--- src/rtl/div_unit_pkg.sv ---
// Shared widths, divider state encodings and handshake constants for the divide path.
package div_unit_pkg;

   localparam int RegBus       = 32;
   localparam int DoubleRegBus = 64;

   // Divider FSM states (2-bit encoding shared with execute-stage debug views).
   typedef enum logic [1:0] {
      DivFree   = 2'b00,
      DivByZero = 2'b01,
      DivOn     = 2'b10,
      DivEnd    = 2'b11
   } div_state_e;

   localparam logic DivStart          = 1'b1;
   localparam logic DivStop           = 1'b0;
   localparam logic DivResultReady    = 1'b1;
   localparam logic DivResultNotReady = 1'b0;

   // ALU opcodes that route to the divider.
   localparam logic [7:0] EXE_DIV_OP  = 8'b0001_1010;
   localparam logic [7:0] EXE_DIVU_OP = 8'b0001_1011;

endpackage

--- src/rtl/div_unit_if.sv ---
// Request/response bundle between the execute stage (master) and the divider (slave).
interface div_unit_if #(
   parameter int WIDTH = 32
);
   logic               signed_div_i;
   logic [WIDTH-1:0]   opdata1_i;
   logic [WIDTH-1:0]   opdata2_i;
   logic               start_i;
   logic               annul_i;
   logic [2*WIDTH-1:0] result_o;
   logic               ready_o;

   modport master (
      output signed_div_i, opdata1_i, opdata2_i, start_i, annul_i,
      input  result_o, ready_o
   );

   modport slave (
      input  signed_div_i, opdata1_i, opdata2_i, start_i, annul_i,
      output result_o, ready_o
   );
endinterface

--- src/rtl/div_unit.sv ---
// Multi-cycle radix-2 restoring divider for DIV/DIVU; returns {remainder, quotient}.
module div_unit
   import div_unit_pkg::*;
#(
   parameter int WIDTH = RegBus
)
(
   input logic       clk,
   input logic       rst,
   div_unit_if.slave bus
);

   localparam int               CW       = $clog2(WIDTH) + 1;
   localparam logic [CW-1:0]    CNT_DONE = CW'(WIDTH);
   localparam logic [CW-1:0]    CNT_ONE  = CW'(1);
   localparam logic [WIDTH-1:0] ONE_W    = WIDTH'(1);

   // Two's complement negation when requested; used both for operand magnitude and result sign fix-up.
   function automatic logic [WIDTH-1:0] cond_neg(input logic [WIDTH-1:0] v, input logic neg);
      return neg ? (~v + ONE_W) : v;
   endfunction

   div_state_e         r_state,   w_state_next;
   logic [CW-1:0]      r_cnt,     w_cnt_next;
   logic [2*WIDTH:0]   r_dvd,     w_dvd_next;
   logic [WIDTH-1:0]   r_divisor, w_divisor_next;
   logic               r_signed,  w_signed_next;
   logic               r_sign1,   w_sign1_next;
   logic               r_sign2,   w_sign2_next;
   logic [2*WIDTH-1:0] r_result,  w_result_next;
   logic               r_ready,   w_ready_next;

   logic [WIDTH:0]     w_diff;
   logic [WIDTH-1:0]   w_abs1, w_abs2, w_quo, w_rem;

   // Trial subtraction of the divisor from the current partial remainder; bit WIDTH is the borrow.
   assign w_diff = {1'b0, r_dvd[2*WIDTH-1:WIDTH]} - {1'b0, r_divisor};
   assign w_abs1 = cond_neg(bus.opdata1_i, bus.signed_div_i & bus.opdata1_i[WIDTH-1]);
   assign w_abs2 = cond_neg(bus.opdata2_i, bus.signed_div_i & bus.opdata2_i[WIDTH-1]);
   // Quotient sign follows the operand signs; remainder takes the dividend's sign.
   assign w_quo  = cond_neg(r_dvd[WIDTH-1:0], r_signed & (r_sign1 ^ r_sign2));
   assign w_rem  = cond_neg(r_dvd[2*WIDTH:WIDTH+1], r_signed & r_sign1);

   assign bus.result_o = r_result;
   assign bus.ready_o  = r_ready;

   // State and datapath registers; reset returns to FREE with outputs cleared.
   always_ff @(posedge clk) begin
      if (rst) begin
         r_state   <= DivFree;
         r_cnt     <= '0;
         r_dvd     <= '0;
         r_divisor <= '0;
         r_signed  <= 1'b0;
         r_sign1   <= 1'b0;
         r_sign2   <= 1'b0;
         r_result  <= '0;
         r_ready   <= DivResultNotReady;
      end else begin
         r_state   <= w_state_next;
         r_cnt     <= w_cnt_next;
         r_dvd     <= w_dvd_next;
         r_divisor <= w_divisor_next;
         r_signed  <= w_signed_next;
         r_sign1   <= w_sign1_next;
         r_sign2   <= w_sign2_next;
         r_result  <= w_result_next;
         r_ready   <= w_ready_next;
      end
   end

   // Next-state and next-output logic: capture at start, one quotient bit per ON cycle, hold in END.
   always_comb begin
      w_state_next   = r_state;
      w_cnt_next     = r_cnt;
      w_dvd_next     = r_dvd;
      w_divisor_next = r_divisor;
      w_signed_next  = r_signed;
      w_sign1_next   = r_sign1;
      w_sign2_next   = r_sign2;
      w_result_next  = r_result;
      w_ready_next   = r_ready;

      case (r_state)
         DivFree: begin
            w_result_next = '0;
            w_ready_next  = DivResultNotReady;
            if (bus.start_i == DivStart && !bus.annul_i) begin
               w_signed_next = bus.signed_div_i;
               w_sign1_next  = bus.opdata1_i[WIDTH-1];
               w_sign2_next  = bus.opdata2_i[WIDTH-1];
               if (bus.opdata2_i == '0) begin
                  w_state_next = DivByZero;
               end else begin
                  w_dvd_next     = {{WIDTH{1'b0}}, w_abs1, 1'b0};
                  w_divisor_next = w_abs2;
                  w_cnt_next     = '0;
                  w_state_next   = DivOn;
               end
            end
         end
         DivByZero: begin
            w_result_next = '0;
            if (bus.annul_i) begin
               w_ready_next = DivResultNotReady;
               w_state_next = DivFree;
            end else begin
               w_ready_next = DivResultReady;
               w_state_next = DivEnd;
            end
         end
         DivOn: begin
            if (bus.annul_i) begin
               w_result_next = '0;
               w_ready_next  = DivResultNotReady;
               w_state_next  = DivFree;
            end else if (r_cnt != CNT_DONE) begin
               if (w_diff[WIDTH]) begin
                  w_dvd_next = {r_dvd[2*WIDTH-1:0], 1'b0};
               end else begin
                  w_dvd_next = {w_diff[WIDTH-1:0], r_dvd[WIDTH-1:0], 1'b1};
               end
               w_cnt_next = r_cnt + CNT_ONE;
            end else begin
               w_result_next = {w_rem, w_quo};
               w_ready_next  = DivResultReady;
               w_state_next  = DivEnd;
            end
         end
         DivEnd: begin
            if (bus.start_i == DivStop) begin
               w_result_next = '0;
               w_ready_next  = DivResultNotReady;
               w_state_next  = DivFree;
            end
         end
         default: begin
            w_state_next = DivFree;
         end
      endcase
   end

endmodule

--- src/flat_wrapper.sv ---
// flat-port wrapper written by rule: the top's interface ports become plain ports
module div_unit_flat import div_unit_pkg::*;
#(
   parameter int WIDTH = RegBus
)
  (clk, rst, bus_signed_div_i, bus_opdata1_i, bus_opdata2_i, bus_start_i, bus_annul_i, bus_result_o, bus_ready_o);
  div_unit_if #(.WIDTH(WIDTH)) bus_i ();
  input logic clk;
  input logic rst;
  input wire logic [$bits(bus_i.signed_div_i)-1:0] bus_signed_div_i;
  input wire logic [$bits(bus_i.opdata1_i)-1:0] bus_opdata1_i;
  input wire logic [$bits(bus_i.opdata2_i)-1:0] bus_opdata2_i;
  input wire logic [$bits(bus_i.start_i)-1:0] bus_start_i;
  input wire logic [$bits(bus_i.annul_i)-1:0] bus_annul_i;
  output wire logic [$bits(bus_i.result_o)-1:0] bus_result_o;
  output wire logic [$bits(bus_i.ready_o)-1:0] bus_ready_o;
  assign bus_i.signed_div_i = bus_signed_div_i;
  assign bus_i.opdata1_i = bus_opdata1_i;
  assign bus_i.opdata2_i = bus_opdata2_i;
  assign bus_i.start_i = bus_start_i;
  assign bus_i.annul_i = bus_annul_i;
  assign bus_result_o = bus_i.result_o;
  assign bus_ready_o = bus_i.ready_o;
  div_unit #(.WIDTH(WIDTH)) u_core (.clk(clk), .rst(rst), .bus(bus_i));
endmodule
--- config.mk ---
export PLATFORM = sky130hd
export DESIGN_NAME = div_unit_flat
export DESIGN_NICKNAME = d
export VERILOG_FILES = /design/src/rtl/div_unit_pkg.sv /design/src/rtl/div_unit_if.sv /design/src/rtl/div_unit.sv /design/src/flat_wrapper.sv
export SDC_FILE = /design/constraint.sdc
export NUM_CORES = 1
export LEC_CHECK = 0
export BUFFER_PORTS_ARGS = -buffer_cell sky130_fd_sc_hd__buf_2
export CAP_MARGIN = 20
export CELL_PAD_IN_SITES_DETAIL_PLACEMENT = 1
export CELL_PAD_IN_SITES_GLOBAL_PLACEMENT = 1
export CORE_MARGIN = 2
export CORE_UTILIZATION = 47
export CTS_BUF_LIST = sky130_fd_sc_hd__clkbuf_4 sky130_fd_sc_hd__clkbuf_8 sky130_fd_sc_hd__clkbuf_16
export DETAILED_ROUTE_END_ITERATION = 6
export GPL_TIMING_DRIVEN = 0
export PLACE_DENSITY = 0.85
export SYNTH_ARGS = -nofsm -noshare
export SYNTH_HDL_FRONTEND = slang
export SYNTH_SLANG_ARGS = --single-unit
--- constraint.sdc ---
create_clock -name clk -period 4.6 [get_ports clk]
set_input_delay 0.23 -clock clk [delete_from_list [all_inputs] [get_ports clk]]
set_output_delay 0.23 -clock clk [all_outputs]
set_load 0.01 [all_outputs]
==> results of run 1 <==
## worst register-to-register path, stage by stage, from the launching register on
cell	delay [ns]
dfxtp_1	0.57
inv_1	0.19
fa_1	0.46
nor2b_1	0.22
o2111ai_1	0.18
a31o_2	0.28
a211o_1	0.38
and2_1	0.21
o31a_1	0.29
clkbuf_1	0.27
and2_1	0.26
clkbuf_1	0.23
a221o_1	0.35
## state kept, by name, indices dropped and copies added, names as in the netlist
register and flops:
u_core.bus.ready_o 1, u_core.r_dvd 65, u_core.r_state 2, u_core.r_sign2 1
u_core.r_divisor 32, u_core.r_cnt 6, u_core.bus.result_o 64, u_core.r_sign1 1
u_core.r_signed 1
## metrics by stage
step	cells	total power [mW]	worst slack (ns)	hold WS (ns)	utilization (%)
finish	1877	5.48	0.592	0.0817	55.1
global route	1877	5.79	0.373	0.110	55.1
CTS	1877	5.45	0.695	0.0674	55.1
detailed placement	1845	3.93	0.734	0.448	52.4
global placement	1845	3.86	0.806	0.442	52.4
floorplan	1428	3.30	1.47	0.366	-
## cell families (layout without fill, tap and decap cells)
group | count (synthesis) | after routing | synth area share (%)
xor gates and xnor gates | 141 | 141 | 11.3
muxes | 15 | 15 | 1.38
AOI/OAI and AO/OA | 422 | 422 | 24.6
adders and majority gates | 44 | 44 | 5.13
buffers and inverters | 146 | 310 | 5.34
and+or+nand+nor | 487 | 487 | 20.3
DFF | 173 | 173 | 31.8
## worst max path at each step
stage | to | start | slack [ns]
final | u_core.r_dvd[57]$_SDFFE_PP0P_ | u_core.r_dvd[33]$_SDFFE_PP0P_ | 0.59
after floorplan | u_core.r_dvd[57]$_SDFFE_PP0P_ | u_core.r_dvd[32]$_SDFFE_PP0P_ | 1.47
after detailed placement | u_core.r_dvd[57]$_SDFFE_PP0P_ | u_core.r_dvd[33]$_SDFFE_PP0P_ | 0.73
after global placement | u_core.r_dvd[57]$_SDFFE_PP0P_ | u_core.r_dvd[33]$_SDFFE_PP0P_ | 0.81
after global routing | u_core.r_dvd[54]$_SDFFE_PP0P_ | u_core.r_dvd[33]$_SDFFE_PP0P_ | 0.37
after CTS | u_core.r_dvd[57]$_SDFFE_PP0P_ | u_core.r_dvd[33]$_SDFFE_PP0P_ | 0.69
## layout make-up
type	count	area, µm²	share of cell area, %
Sequential cell	173	3460	27.7
Clock buffer	17	425	3.40
Tap cell	285	357	2.85
Clock inverter	15	186	1.49
Buffer	81	337	2.69
Multi-Input combinational cell	1109	6840	54.7
Inverter	65	244	1.95
Timing Repair Buffer	132	661	5.28
## routing by layer
layer	part of all wire, %	vias to the layer above	track usage [%]	routed length, µm
li1	-	5342	-	-
met1	48	5456	44.8	18300
met2	44	312	49.0	16600
met3	6.1	47	4.81	2280
met4	1.4	0	6.99	540
met5	0	-	0	0
## cells in the mapped netlist (all sizes together) (9+ instances only)
cell type  count  area share [%]
mux2i         15             1.4
or4           11            0.86
and3          10            0.57
or3           10            0.57
inv           65             2.2
a21oi        130             6.0
and2          12            0.69
a22oi         46             3.2
a22o          21             1.7
buf           18            0.92
ha            43             4.9
nor3          39             1.8
o211ai        13            0.90
a31oi          9            0.52
o41ai          9            0.72
nor2         172             6.1
a21o          10            0.69
o21ai         95             4.4
nor2b         10            0.57
nand3         21            0.97
dfxtp        173              32
a211oi        32             2.2
xor2          53             4.3
clkbuf        63             2.2
nor4          12            0.69
xnor2         88             7.1
nand2        162             5.6
o31ai         21             1.5
## power by group through the flow
| stage | Sequential [mW] | Clock (mW) | Combinational [mW] |
|---|---|---|---|
| finish | 1.84 | 1.51 | 2.13 |
| global route | 1.86 | 1.58 | 2.36 |
| CTS | 1.83 | 1.52 | 2.10 |
| detailed placement | 1.86 | 0 | 2.07 |
| global placement | 1.86 | 0 | 2.00 |
| floorplan | 1.80 | 0 | 1.51 |
==> impl_metrics.env, run 1 <==
export IMPL_drive_above_1_share_pct=12.0
export IMPL_slew_violations=0
export IMPL_syn_inst=1428
export IMPL_final_cell_mix="dfxtp_1 (173), nor2_1 (171), nand2_1 (161), buf_2 (140), a21oi_1 (130)"
export IMPL_grt_pass1_wl_mm=59.7
export IMPL_synth_warnings=0
export IMPL_layout_commonest_cell="dfxtp_1"
export IMPL_drt_vias_per_instance=5.94
export IMPL_drtAntennaViolNets=0
export IMPL_worstSkewPairLatency_ns=0.45
export IMPL_cts_buffers=17
export IMPL_p_int_mw=3.15
export IMPL_power_density_mw_per_mm2=438
export IMPL_crit_family="compound AO/OA/AOI/OAI gates"
export IMPL_post_route_drc_count=0
export IMPL_worst_path_stages=12
export IMPL_whs_path_depth=3
export IMPL_ys_seq_area_share_pct=31.8
export IMPL_path_buf_inv=3
export IMPL_async_flop_share_pct=0
export IMPL_maxCapViolations=0
export IMPL_clkPwrFrac_pct=27.6
export IMPL_hpwl_mm=29.1
export IMPL_fin_tns_setup_ns=0
export IMPL_gp_congestion=0.911
export IMPL_hold_violations=0
export IMPL_final_area_mm2=0.0125
export IMPL_p_comb_share_pct=38.8
export IMPL_path_class="register to register"
export IMPL_hp_start="bus_opdata1_i[31]"
export IMPL_seqPwrFrac_pct=33.6
export IMPL_ctsHoldBuffers=0
export IMPL_tightest_slew_ns=0.980
export IMPL_cts_tree="built"
export IMPL_synthesis_area_mm2=0.0109
export IMPL_swShare_pct=42.6
export IMPL_grt_pass1_vias=11000
export IMPL_slowest_stage="dfxtp_1"
export IMPL_min_to="u_core.r_sign1$_SDFFE_PP0P_"
export IMPL_cp_cell_sequence="inv_1, fa_1, nor2b_1, o2111ai_1, a31o_2, a211o_1, and2_1, o31a_1, clkbuf_1, and2_1, clkbuf_1, a221o_1"
export IMPL_synth_cell_types=65
export IMPL_postCtsSetupBuffers=0
export IMPL_clock_sinks=173
export IMPL_peakVddDrop_v=0.000211
export IMPL_startpoint_type="register"
export IMPL_wl_per_cell_um=20.1
export IMPL_post_dp_cell_area_mm2=0.0119
export IMPL_arrival_ns=4.34
export IMPL_firstDrtPassIters=5
export IMPL_htreeDepth=4
export IMPL_synth_edf_count=0
export IMPL_die_x_um=156
export IMPL_max_freq_mhz=250
export IMPL_antenna_found_initial=0
export IMPL_path_clk_slew_ns=0.08
export IMPL_skew_ns=0.0128
export IMPL_final_period_utilization_pct=87.1
export IMPL_start_util_pct=47.9
export IMPL_ctsResizeCount=0
export IMPL_syn_avg_cell_area_um2=7.62
export IMPL_setup_viol=0
export IMPL_rows=55
export IMPL_nNetsFinal=1692
export IMPL_drt_wl_total_mm=37.7
export IMPL_fillers=2952
export IMPL_cpPeakStageDelay_ns=0.57
export IMPL_crit_path_end_kind="register"
export IMPL_status="completed"
export IMPL_ios=134
export IMPL_overflow=0
export IMPL_cp_max_fo=10
export IMPL_ys_ff_latch=173
export IMPL_ff2ff_path_depth=12
export IMPL_clockBufferDepth=2
export IMPL_p_switching_mw=2.34
export IMPL_grt_max_degree=21
export IMPL_antenna_cells=0
export IMPL_synthToLayoutAreaGrowth_pct=15.0
export IMPL_period_needed_ns=4.01
export IMPL_total_leakage_power_nw=5.19
export IMPL_portBuffers=132
export IMPL_ff2ff_setup_slack_ns=0.59
export IMPL_r2r_end="u_core.r_dvd[57]$_SDFFE_PP0P_"
export IMPL_first_iter_violations=690
export IMPL_core_area_mm2=0.0227
export IMPL_die_y_um=156
export IMPL_synth_net_count=1541
export IMPL_cp_required_ns=4.93
export IMPL_rsz0062_at_grt="false"
export IMPL_relSlewSlack_pct=34.1
export IMPL_grt_util_all_layers_pct=31.1
export IMPL_hp_class="input pin to register"
export IMPL_via_count=11200
export IMPL_die_area_mm2=0.0244
export IMPL_ys_flop_type="dfxtp_1"
export IMPL_regToRegStartpoint="u_core.r_dvd[33]$_SDFFE_PP0P_"
export IMPL_clockRootBuffer="clkbuf_16"
Note: power is estimated with default switching activity, not from simulation.
==> run 2: changes to the inputs <==
--- a/config.mk
+++ b/config.mk
@@ -5,7 +5,7 @@
 export SDC_FILE = /design/constraint.sdc
 export NUM_CORES = 1
 export LEC_CHECK = 0
-export BUFFER_PORTS_ARGS = -buffer_cell sky130_fd_sc_hd__buf_2
+export BUFFER_PORTS_ARGS = -buffer_cell sky130_fd_sc_hd__buf_4
 export CAP_MARGIN = 20
 export CELL_PAD_IN_SITES_DETAIL_PLACEMENT = 1
 export CELL_PAD_IN_SITES_GLOBAL_PLACEMENT = 1
@@ -15,6 +15,7 @@
 export DETAILED_ROUTE_END_ITERATION = 6
 export GPL_TIMING_DRIVEN = 0
 export PLACE_DENSITY = 0.85
+export REMOVE_ABC_BUFFERS = 1
 export SYNTH_ARGS = -nofsm -noshare
 export SYNTH_HDL_FRONTEND = slang
 export SYNTH_SLANG_ARGS = --single-unit
==> impl_metrics.env, run 2 (synthesized netlist as in run 1, its figures left out) <==
export IMPL_grt_pass1_wl_mm=56.1
export IMPL_rows=55
export IMPL_final_area_mm2=0.0127
export IMPL_tightest_slew_ns=1.08
export IMPL_path_class="register to register"
export IMPL_hold_violations=0
export IMPL_ios=134
export IMPL_grt_max_degree=70
export IMPL_relSlewSlack_pct=27.3
export IMPL_max_freq_mhz=253
export IMPL_cp_required_ns=4.93
export IMPL_start_util_pct=47.9
export IMPL_finalPower_mw=5.40
export IMPL_hp_class="input pin to register"
export IMPL_drtAntennaViolNets=0
export IMPL_period_needed_ns=3.96
export IMPL_clock_sinks=173
export IMPL_max_flop_register="u_core.r_dvd"
export IMPL_worstSkewPairLatency_ns=0.44
export IMPL_status="completed"
export IMPL_fillers=2853
export IMPL_min_to="u_core.r_sign1$_SDFFE_PP0P_"
export IMPL_peakVddDrop_v=0.000213
export IMPL_regToRegStartpoint="u_core.r_state[0]$_SDFFE_PP0P_"
export IMPL_hp_start="bus_opdata1_i[31]"
export IMPL_p_int_mw=3.24
export IMPL_clkPwrFrac_pct=27.7
export IMPL_postCtsSetupBuffers=0
export IMPL_power_density_mw_per_mm2=427
export IMPL_ctsResizeCount=0
export IMPL_die_area_mm2=0.0244
export IMPL_die_x_um=156
export IMPL_post_dp_cell_area_mm2=0.0121
export IMPL_whs_path_depth=3
export IMPL_crit_path_end_kind="register"
export IMPL_r2r_end="u_core.r_dvd[57]$_SDFFE_PP0P_"
export IMPL_seqPwrFrac_pct=33.7
export IMPL_ctsHoldBuffers=0
export IMPL_path_clk_slew_ns=0.07
export IMPL_drive_above_1_share_pct=12.8
export IMPL_hpwl_mm=24.5
export IMPL_cts_tree="built"
export IMPL_p_switching_mw=2.17
export IMPL_final_period_utilization_pct=86.1
export IMPL_post_route_drc_count=0
export IMPL_slew_violations=0
export IMPL_arrival_ns=4.29
export IMPL_total_leakage_power_nw=5.16
export IMPL_final_cell_mix="dfxtp_1 (173), nor2_1 (170), nand2_1 (161), buf_4 (134), a21oi_1 (130)"
export IMPL_skew_ns=0.0129
export IMPL_overflow=0
export IMPL_clockBufferDepth=2
export IMPL_nNetsFinal=1619
export IMPL_setup_viol=0
export IMPL_wl_per_cell_um=18.8
export IMPL_gp_congestion=0.890
export IMPL_layout_commonest_cell="dfxtp_1"
export IMPL_rsz0062_at_grt="false"
export IMPL_core_area_mm2=0.0227
export IMPL_htreeDepth=4
export IMPL_cts_buffers=17
export IMPL_drt_wl_total_mm=34.0
export IMPL_portBuffers=133
export IMPL_clockRootBuffer="clkbuf_16"
export IMPL_drt_vias_per_instance=5.91
export IMPL_via_count=10700
export IMPL_grt_pass1_vias=11000
export IMPL_hold_ws_ns=0.0822
export IMPL_startpoint_type="register"
export IMPL_maxCapViolations=0
export IMPL_worst_slack_ns=0.642
export IMPL_die_y_um=156
export IMPL_utilization_pct=55.7
export IMPL_grt_util_all_layers_pct=28.5
export IMPL_antenna_cells=0
export IMPL_p_comb_share_pct=38.6
export IMPL_swShare_pct=40.1
export IMPL_cp_max_fo=51
export IMPL_synthToLayoutAreaGrowth_pct=16.3
export IMPL_ff2ff_setup_slack_ns=0.64
export IMPL_largest_register_ffs=65
export IMPL_antenna_found_initial=0
export IMPL_firstDrtPassIters=4
export IMPL_first_iter_violations=612
export IMPL_pre_cts_ws_ns=0.340
export IMPL_ff2ff_path_depth=10
[run 2: cell type report]
class | count | area (µm²) | share of cell area [%]
flip-flops and latches | 173 | 3460 | 27.4
clock buffers | 17 | 425 | 3.36
repair buffers | 140 | 1120 | 8.89
clock inverters | 15 | 160 | 1.27
multi-input cells | 1109 | 6870 | 54.3
well taps | 285 | 357 | 2.82
inverters | 65 | 248 | 1.96
[run 2: how the worst max path moves through the flow]
stage,slack [ns],start,depth (start not counted),endpoint
after floorplan,0.28,u_core.r_state[0]$_SDFFE_PP0P_,8,u_core.bus.result_o[10]$_SDFFE_PP0P_
after global placement,-2.27,u_core.r_state[0]$_SDFFE_PP0P_,8,u_core.bus.result_o[47]$_SDFFE_PP0P_
after detailed placement,0.34,bus_opdata2_i[6],10,u_core.r_dvd[57]$_SDFFE_PP0P_
after CTS,0.22,u_core.r_state[0]$_SDFFE_PP0P_,10,u_core.r_dvd[57]$_SDFFE_PP0P_
after global routing,0.37,u_core.r_state[0]$_SDFFE_PP0P_,10,u_core.r_dvd[57]$_SDFFE_PP0P_
final,0.64,u_core.r_state[0]$_SDFFE_PP0P_,10,u_core.r_dvd[57]$_SDFFE_PP0P_
[run 2: power by group through the flow]
stage | Sequential [mW] | Clock (mW) | Combinational, mW
after floorplan | 1.80 | 0 | 1.42
after global placement | 1.84 | 0 | 1.91
after detailed placement | 1.85 | 0 | 2.03
after CTS | 1.82 | 1.51 | 2.06
after global routing | 1.84 | 1.58 | 2.31
final | 1.82 | 1.49 | 2.09
[run 2: through the flow]
| stage | setup TNS [ns] | instances |
|---|---|---|
| floorplan | 0 | 1347 |
| global placement | -120.32 | 1765 |
| detailed placement | 0 | 1772 |
| CTS | 0 | 1804 |
| global route | 0 | 1804 |
| finish | 0 | 1804 |
[run 2: critical path, cell delays in order, from the launching register on]
cell	delay, ns
dfxtp_1	0.33
inv_1	0.16
ha_4	0.52
clkinvlp_4	0.57
nor2_1	0.24
nor3_1	0.09
nand2_2	0.60
or2_2	0.63
or2_2	0.32
nor3b_1	0.09
a221o_1	0.26
[run 2: layer usage]
metal  track usage (%)  vias to the layer above  routed length, µm
li1                  -                     5197                  -
met2              48.5                      177              16300
met3              4.44                       46               1070
met4              8.87                        0                669
met5                 0                        -                  0
met1              37.1                     5243              15900
==> run 3: changes to the inputs <==
--- a/config.mk
+++ b/config.mk
@@ -5,12 +5,13 @@
 export SDC_FILE = /design/constraint.sdc
 export NUM_CORES = 1
 export LEC_CHECK = 0
+export ABC_AREA = 1
 export BUFFER_PORTS_ARGS = -buffer_cell sky130_fd_sc_hd__buf_4
 export CAP_MARGIN = 20
 export CELL_PAD_IN_SITES_DETAIL_PLACEMENT = 1
 export CELL_PAD_IN_SITES_GLOBAL_PLACEMENT = 1
 export CORE_MARGIN = 2
-export CORE_UTILIZATION = 47
+export CORE_UTILIZATION = 45
 export CTS_BUF_LIST = sky130_fd_sc_hd__clkbuf_4 sky130_fd_sc_hd__clkbuf_8 sky130_fd_sc_hd__clkbuf_16
 export DETAILED_ROUTE_END_ITERATION = 6
 export GPL_TIMING_DRIVEN = 0
==> impl_metrics.env, run 3 <==
export IMPL_status="completed"
export IMPL_arrival_ns=4.61
export IMPL_syn_inst=2246
export IMPL_via_count=14700
export IMPL_final_period_utilization_pct=92.2
export IMPL_path_class="register to register"
export IMPL_maxCapViolations=0
export IMPL_layout_commonest_cell="nand2_1"
export IMPL_core_area_mm2=0.0287
export IMPL_crit_path_end_kind="register"
export IMPL_hp_start="bus_opdata1_i[31]"
export IMPL_rsz0062_at_grt="false"
export IMPL_yosysMostFrequentCell="nand2_1"
export IMPL_ctsHoldBuffers=0
export IMPL_worst_slack_ns=0.358
export IMPL_clock_sinks=173
export IMPL_ys_seq_area_share_pct=26.4
export IMPL_postCtsSetupBuffers=0
export IMPL_seqPwrFrac_pct=30.7
export IMPL_synth_warnings=0
export IMPL_startpoint_type="register"
export IMPL_gp_congestion=0.904
export IMPL_worstSkewPairLatency_ns=0.46
export IMPL_grt_pass1_wl_mm=73.8
export IMPL_dp_cells=2691
export IMPL_grt_pass1_vias=14400
export IMPL_ys_ff_latch=173
export IMPL_synth_fa_ha_area_share_pct=4.26
export IMPL_nNetsFinal=2440
export IMPL_rows=62
export IMPL_synth_top_area_share_pct=26.4
export IMPL_synth_edf_count=0
export IMPL_whs_path_depth=3
export IMPL_wl_per_cell_um=16.7
export IMPL_hold_ws_ns=0.0232
export IMPL_setup_viol=0
export IMPL_antenna_found_initial=0
export IMPL_r2r_end="u_core.bus.result_o[19]$_SDFFE_PP0P_"
export IMPL_synth_compound_area_share_pct=12.3
export IMPL_htreeDepth=4
export IMPL_final_area_mm2=0.0149
export IMPL_start_util_pct=45.6
export IMPL_hpwl_mm=34.5
export IMPL_ff2ff_path_depth=12
export IMPL_syn_avg_cell_area_um2=5.83
export IMPL_utilization_pct=52.0
export IMPL_cp_max_fo=55
export IMPL_netlist_top_cells_area="dfxtp_1 (26%), nand2_1 (20%), nand3_1 (9.7%)"
export IMPL_die_x_um=175
export IMPL_drtAntennaViolNets=0
export IMPL_hp_class="input pin to register"
export IMPL_ios=134
export IMPL_max_freq_mhz=236
export IMPL_netlist_top_cell_by_area="dfxtp_1"
export IMPL_ff2ff_setup_slack_ns=0.36
export IMPL_power_density_mw_per_mm2=400
export IMPL_drt_vias_per_instance=5.39
export IMPL_ys_flop_type="dfxtp_1"
export IMPL_max_flop_register="u_core.r_dvd"
export IMPL_hold_violations=0
export IMPL_synth_simple_area_share_pct=40.9
export IMPL_synth_cell_types=44
export IMPL_min_to="u_core.r_sign1$_SDFFE_PP0P_"
export IMPL_final_cell_mix="nand2_1 (709), inv_1 (306), nand3_1 (255), nor2_1 (207), a21oi_1 (195)"
export IMPL_die_area_mm2=0.0305
export IMPL_synthXorXnorAreaFrac_pct=4.08
export IMPL_synth_area_mux_share_pct=0
export IMPL_firstDrtPassIters=6
export IMPL_post_dp_cell_area_mm2=0.0143
export IMPL_slew_violations=0
export IMPL_period_needed_ns=4.24
export IMPL_relSlewSlack_pct=26.5
export IMPL_path_clk_slew_ns=0.09
export IMPL_ctsResizeCount=0
export IMPL_largest_register_ffs=65
export IMPL_final_cells=2724
export IMPL_yosys_top_cells_count="nand2_1 (710), inv_1 (306), nand3_1 (255)"
export IMPL_p_comb_share_pct=43.1
export IMPL_synthesis_area_mm2=0.0131
export IMPL_clockRootBuffer="clkbuf_16"
export IMPL_total_leakage_power_nw=7.32
export IMPL_post_route_drc_count=0
export IMPL_first_iter_violations=911
export IMPL_antenna_cells=0
export IMPL_async_flop_share_pct=0
export IMPL_p_int_mw=3.26
export IMPL_swShare_pct=45.5
export IMPL_synth_top_family_by_area="simple AND/OR/NAND/NOR gates"
export IMPL_fin_tns_setup_ns=0
export IMPL_pre_cts_ws_ns=0.475
export IMPL_peakVddDrop_v=0.000393
export IMPL_regToRegStartpoint="u_core.r_state[0]$_SDFFE_PP0P_"
export IMPL_overflow=0
export IMPL_cts_buffers=17
export IMPL_grt_max_degree=82
export IMPL_skew_ns=0.0179
export IMPL_synthToLayoutAreaGrowth_pct=14.1
export IMPL_cp_required_ns=4.97
export IMPL_grt_util_all_layers_pct=29.9
export IMPL_die_y_um=175
export IMPL_portBuffers=133
export IMPL_finalPower_mw=5.98
export IMPL_clkPwrFrac_pct=26.2
export IMPL_p_switching_mw=2.72
export IMPL_tightest_slew_ns=1.10
export IMPL_clockBufferDepth=2
export IMPL_drive_above_1_share_pct=9.10
export IMPL_cts_tree="built"
export IMPL_drt_wl_total_mm=45.5
-- run 3: changes by cell type after synthesis, moves of 25 or more --
cell | before | now
nand4_1 | 5 | 30
xnor2_1 | 88 | 18
inv_1 | 65 | 306
clkbuf_1 | 63 | 38
nor2_1 | 171 | 207
a21oi_1 | 130 | 195
nand2_1 | 161 | 710
a211oi_1 | 32 | 1
a22oi_1 | 46 | 0
nand3_1 | 21 | 255
-- run 3: worst max-delay path, stage by stage, from the launching register on --
cell     delay (ns)
dfxtp_1        0.37
inv_1          0.09
ha_1           0.39
buf_16         0.25
inv_2          0.45
nor2_2         0.12
nand2_1        0.18
nand2_2        0.36
inv_2          0.25
nand2_2        0.28
inv_2          0.90
nand3_1        0.26
a21oi_1        0.21
-- run 3: metal layers --
layer | up-vias | wire length, µm | global-route usage (%)
met1 | 6969 | 21300 | 40.9
met2 | 344 | 20600 | 48.9
met4 | 0 | 950 | 7.95
li1 | 7309 | - | -
met5 | - | 0 | 0
met3 | 58 | 2610 | 5.22
-- run 3: worst max path at each step --
stage	startpoint	to	slack (ns)	cells past startpoint
after floorplan	u_core.r_state[0]$_SDFFE_PP0P_	u_core.bus.result_o[15]$_SDFFE_PP0P_	0.95	11
after global placement	u_core.r_state[0]$_SDFFE_PP0P_	u_core.bus.result_o[29]$_SDFFE_PP0P_	-1.60	11
after detailed placement	u_core.r_state[0]$_SDFFE_PP0P_	u_core.bus.result_o[19]$_SDFFE_PP0P_	0.47	12
after CTS	u_core.r_state[0]$_SDFFE_PP0P_	u_core.bus.result_o[19]$_SDFFE_PP0P_	0.43	12
after global routing	u_core.r_state[0]$_SDFFE_PP0P_	u_core.bus.result_o[19]$_SDFFE_PP0P_	0.15	12
final	u_core.r_state[0]$_SDFFE_PP0P_	u_core.bus.result_o[19]$_SDFFE_PP0P_	0.36	12
-- run 3: cell families after synthesis --
logic type,after synthesis
flip-flops,173
adder cells (fa/ha/maj),44
AND/OR/NAND/NOR,1264
XOR/XNOR,61
buffers and inverters,392
AO/OA/AOI/OAI,312
-- run 3: final cells by class --
type	instances	area [µm²]
Timing Repair Buffer	138	1120
Sequential cell	173	3460
Clock buffer	17	425
Inverter	316	1190
Tap cell	384	480
Clock inverter	15	195
Fill cell	4095	13800
Multi-Input combinational cell	1681	8070
-- run 3: power by group through the flow --
stage          Sequential, mW  Combinational [mW]  Clock, mW
2_1_floorplan            1.82                1.71          0
3_3_place_gp             1.86                2.40          0
3_5_place_dp             1.87                2.52          0
4_1_cts                  1.83                2.55       1.58
5_1_grt                  1.86                2.89       1.64
6_report                 1.84                2.58       1.56
